$ cat config.mk
export PLATFORM = sky130hd
export DESIGN_NAME = mux_arbiter2
export DESIGN_NICKNAME = d
export VERILOG_FILES = /design/src/rtl/mux_arb_pkg.sv /design/src/rtl/mux2_w.sv /design/src/rtl/mux_arbiter2.sv
export SDC_FILE = /design/constraint.sdc
export NUM_CORES = 1
export LEC_CHECK = 0
export CAP_MARGIN = 25
export CORE_MARGIN = 2
export CORE_UTILIZATION = 28
export CTS_CLUSTER_DIAMETER = 100
export DETAILED_ROUTE_END_ITERATION = 12
export PLACE_DENSITY = 0.72
export SLEW_MARGIN = 5
export SYNTH_ARGS = -nofsm -noshare
export SYNTH_HDL_FRONTEND = slang
export SYNTH_SLANG_ARGS = --single-unit
$ cat constraint.sdc
create_clock -name clk -period 1.6 [get_ports clk]
set_clock_uncertainty 0.2 [all_clocks]
set_input_delay 0.24 -clock clk [delete_from_list [all_inputs] [get_ports clk]]
set_output_delay 0.24 -clock clk [all_outputs]
set_load 0.02 [all_outputs]
$ cat src/rtl/mux_arb_pkg.sv
// Shared types and constants for the two-requester mux arbiter.
// The optional grant-timeout feature is enabled by defining MUX_ARB_TIMEOUT_EN.
package mux_arb_pkg;

  localparam int HOLD_CNT_W = 8;

  typedef enum logic [1:0] {
    IDLE   = 2'd0,
    GRANT0 = 2'd1,
    GRANT1 = 2'd2
  } arb_state_t;

endpackage

$ cat src/rtl/mux2_w.sv
// DATA_W-wide 2:1 multiplexer; cntrl=1 selects in2, cntrl=0 selects in1.
module mux2_w #(
  parameter int DATA_W = 8
) (
  output logic [DATA_W-1:0] out,
  input  logic              cntrl,
  input  logic [DATA_W-1:0] in1,
  input  logic [DATA_W-1:0] in2
);

  assign out = cntrl ? in2 : in1;

endmodule

$ cat src/rtl/mux_arbiter2.sv
// Round-robin arbiter for two requesters sharing one registered-select mux.
// Define MUX_ARB_TIMEOUT_EN to force a handoff after MAX_HOLD cycles of contention.
module mux_arbiter2
  import mux_arb_pkg::*;
#(
  parameter int DATA_W   = 8,
  parameter int MAX_HOLD = 15
) (
  input  logic              clk,
  input  logic              rst,
  input  logic              req0,
  input  logic              req1,
  input  logic [DATA_W-1:0] in0,
  input  logic [DATA_W-1:0] in1,
  output logic              gnt0,
  output logic              gnt1,
  output logic              cntrl,
  output logic [DATA_W-1:0] out,
  output logic              out_valid
);

  if (MAX_HOLD < 1 || MAX_HOLD > 255) begin : g_bad_max_hold
    $error("mux_arbiter2: MAX_HOLD must lie in 1..255");
  end

  arb_state_t        state;
  arb_state_t        state_nxt;
  logic              last;
  logic              hold_expired;
  logic [DATA_W-1:0] mux_out;

`ifdef MUX_ARB_TIMEOUT_EN
  localparam logic [HOLD_CNT_W-1:0] HOLD_LIMIT = HOLD_CNT_W'(MAX_HOLD - 1);

  logic [HOLD_CNT_W-1:0] hold_cnt;

  assign hold_expired = (hold_cnt == HOLD_LIMIT);

  // Cleared on every grant entry; saturates at the limit so a late rival
  // request is served on the very next edge.
  always_ff @(posedge clk) begin
    if (rst) begin
      hold_cnt <= '0;
    end else if (state_nxt == IDLE || state_nxt != state) begin
      hold_cnt <= '0;
    end else if (!hold_expired) begin
      hold_cnt <= hold_cnt + 1'b1;
    end
  end
`else
  assign hold_expired = 1'b0;
`endif

  always_comb begin
    state_nxt = state;
    unique case (state)
      IDLE: begin
        if (req0 && req1) state_nxt = last ? GRANT0 : GRANT1;
        else if (req0)    state_nxt = GRANT0;
        else if (req1)    state_nxt = GRANT1;
        else              state_nxt = IDLE;
      end
      GRANT0: begin
        if (req0 && !(hold_expired && req1)) state_nxt = GRANT0;
        else if (req1)                       state_nxt = GRANT1;
        else                                 state_nxt = IDLE;
      end
      GRANT1: begin
        if (req1 && !(hold_expired && req0)) state_nxt = GRANT1;
        else if (req0)                       state_nxt = GRANT0;
        else                                 state_nxt = IDLE;
      end
      default: state_nxt = IDLE;
    endcase
  end

  // last resets to 1 so requester 0 wins the first tie; cntrl holds in IDLE.
  always_ff @(posedge clk) begin
    if (rst) begin
      state <= IDLE;
      gnt0  <= 1'b0;
      gnt1  <= 1'b0;
      cntrl <= 1'b0;
      last  <= 1'b1;
    end else begin
      state <= state_nxt;
      gnt0  <= (state_nxt == GRANT0);
      gnt1  <= (state_nxt == GRANT1);
      if (state_nxt == GRANT0) begin
        cntrl <= 1'b0;
        last  <= 1'b0;
      end else if (state_nxt == GRANT1) begin
        cntrl <= 1'b1;
        last  <= 1'b1;
      end
    end
  end

  mux2_w #(
    .DATA_W(DATA_W)
  ) u_mux (
    .out  (mux_out),
    .cntrl(cntrl),
    .in1  (in0),
    .in2  (in1)
  );

  assign out_valid = gnt0 | gnt1;
  assign out       = out_valid ? mux_out : '0;

endmodule

==> results.toml <==
[route]
viasPerCell = 4.57
drt-total-wl_um = 1160
remaining_drc_errors = 0
dr.pass1.iters = 1
vias = 489
drtAntennaViolNets = 0
drt_iter0_markers = 0
wl_per_cell_um = 10.9

[floorplan]
io_pins = 32
die_w_um = 42.3
start_util_pct = 30.8
die_h_um = 42.3
die_area_sq_um = 1790
rows = 13
coreArea_sq_um = 1330

[setup_path]
r2r_setup_slack_ns = 0.10
r2r_end = "last"
crit_path_end_kind = "primary output"
crit_path_max_fanout = 5
reg2reg_depth = 6
r2r_start = "state[1]"
crit_arrival_ns = 1.15
cp.required_ns = 1.16
start_kind = "register"
crit_type = "register to primary output"

[yosys]
ys_types = 14
synth_top_area_share_pct = 29.3
syn_inst = 47
synth_fp_nets = 71
synth-main-ff-cell = "dfxtp_1"
syn_avg_cell_area_sq_um = 8.73
ys_ff_latch = 6
seq_area_frac_synth_pct = 29.3
synthTopCellsByArea = "dfxtp_1 (29%), mux2i_1 (22%), ha_1 (12%)"
post-synth-top-count-cell = "nor2_1"
ys_top_cells_by_count = "nor2_1 (12), mux2i_1 (9), dfxtp_1 (6)"
netlist_area_sq_um = 410
synth.largest_area_cell = "dfxtp_1"
yosysWarnings = 0
synth-edff-count = 0
async_flop_share_pct = 0

[sta]
finalCritPeriodShare_pct = 99.7
fin_ws_ns = 0.00508
hold_viol_final = 0
slew_headroom_pct = 84.4
grt_setup_unrepaired = "true"
max_freq_ghz = 0.627
setup_viol = 0
drv_slew = 0
timing.final.crit_period_ns = 1.59
tns_ns = 0
tightest_slew_ns = 0.235

[clocking]
cts_tree = "built"
hold_buffers = 0
clock_latency_ns = 0.25
cts_made_buffers = 3
clockBufferDepth = 2
clkSinkCount = 6
clkTransAtPathRegs_ns = 0.05
cts-root-buf = "clkbuf_4"
htreeDepth = 1

[pwr]
p_per_area_nw_per_um2 = 666
vdd_drop_max_mv = 0.373
p_leak_nw = 0.423
power.total_mw = 0.570

[grt]
grt_pass1_vias = 467
grt_pass1_wl_um = 1880
grt-ovfl-total = 0
track_usage_pct = 14.5
antenna_found_initial = 0
grt_max_degree = 10

[placed_design]
dp_cells = 99
pre_cts_ws_ns = -0.321
io_buffers = 31
dp_hpwl_um = 911
gp_congestion = 0.731
post_dp_cell_area_sq_um = 797

[min_path]
whs_path_depth = 5
min_from = "req0"
hold_end = "state[0]"
hold_class = "input pin to register"

[layout]
design_area_sq_um = 855
final_cells = 107
num-fill-cells = 129
area_delta_synth_final_pct = 108
layout.nets = 118
drive_gt1_share_pct = 34.8
n_antenna_cell = 0

[outcome]
status = "completed"

[job]
drv_cap = 0
## critical path: stages (launching register included)
cell and delay [ns]:
dfxtp_4 0.37, buf_12 0.12, mux2i_2 0.21, nor2_1 0.06, buf_2 0.15
## routing by layer
| metal | routed length (um) | track usage [%] |
|---|---|---|
| met1 | 450 | 14.9 |
| met2 | 462 | 21.5 |
| met3 | 207 | 6.90 |
| met4 | 42 | 13.1 |
| met5 | 0 | 0 |
## per-stage QoR
step | hold WS [ns] | utilization (%)
finish | 0.321 | 64.1
global route | 0.341 | 64.1
global placement | 0.311 | 59.8
floorplan | 0.112 | -
CTS | 0.333 | 59.6
detailed placement | 0.320 | 59.8
## layout by cell type, fill, tap and decap left out, types with 3 or more instances in the layout
master / n
buf_2: 7
buf_4: 11
clkbuf_4: 3
clkdlybuf4s50_1: 17
dfxtp_1: 4
dlygate4sd2_1: 5
ha_1: 4
inv_1: 3
mux2i_1: 8
nor2_1: 12
nor2b_1: 3
## flip-flops by register name, indices dropped and copies added, names as in the netlist
register and cells:
state 2, gnt1 1, cntrl 1, last 1
gnt0 1
## power breakdown
group	internal, mW	switching (mW)	total (mW)
clock	0.0851	0.0589	0.144
sequential	0.162	0.0133	0.176
combinational	0.146	0.103	0.250
total	0.394	0.176	0.570
## worst max-delay path by stage
stage                         from     end  slack, ns
final                        cntrl  out[0]      0.005
after global routing         cntrl  out[0]      -0.06
after CTS                    cntrl  out[6]      0.009
after detailed placement    in0[6]  out[6]      -0.32
after global placement      in0[6]  out[6]      -0.29
after floorplan           state[1]    last       0.09
## cell families (layout without fill, tap and decap cells)
group | count (synthesis) | after routing | share of synthesized area, %
AND/OR/NAND/NOR | 20 | 20 | 24.4
multiplexers | 9 | 9 | 22.0
flip-flops | 6 | 6 | 29.3
buffers and inverters | 5 | 50 | 5.49
adder cells (fa/ha/maj) | 4 | 4 | 12.2
AO/OA/AOI/OAI | 3 | 3 | 6.71
## final cells by class
| class | count | area [sq um] | area share (%) |
|---|---|---|---|
| Inverter | 4 | 15.0 | 1.76 |
| Clock buffer | 3 | 22.5 | 2.64 |
| Multi-Input combinational cell | 36 | 284 | 33.2 |
| Sequential cell | 6 | 125 | 14.6 |
| Timing Repair Buffer | 43 | 389 | 45.5 |
| Tap cell | 15 | 18.8 | 2.20 |
## timing repair
item | in CTS | in global routing
resized for setup | 39 | 7
endpoints found under the setup margin | 13 | 7
pin swaps | 3 | 3
buffers inserted | 2 | 2
cloned | 0 | 1
Power figures use the tool's default switching activity.
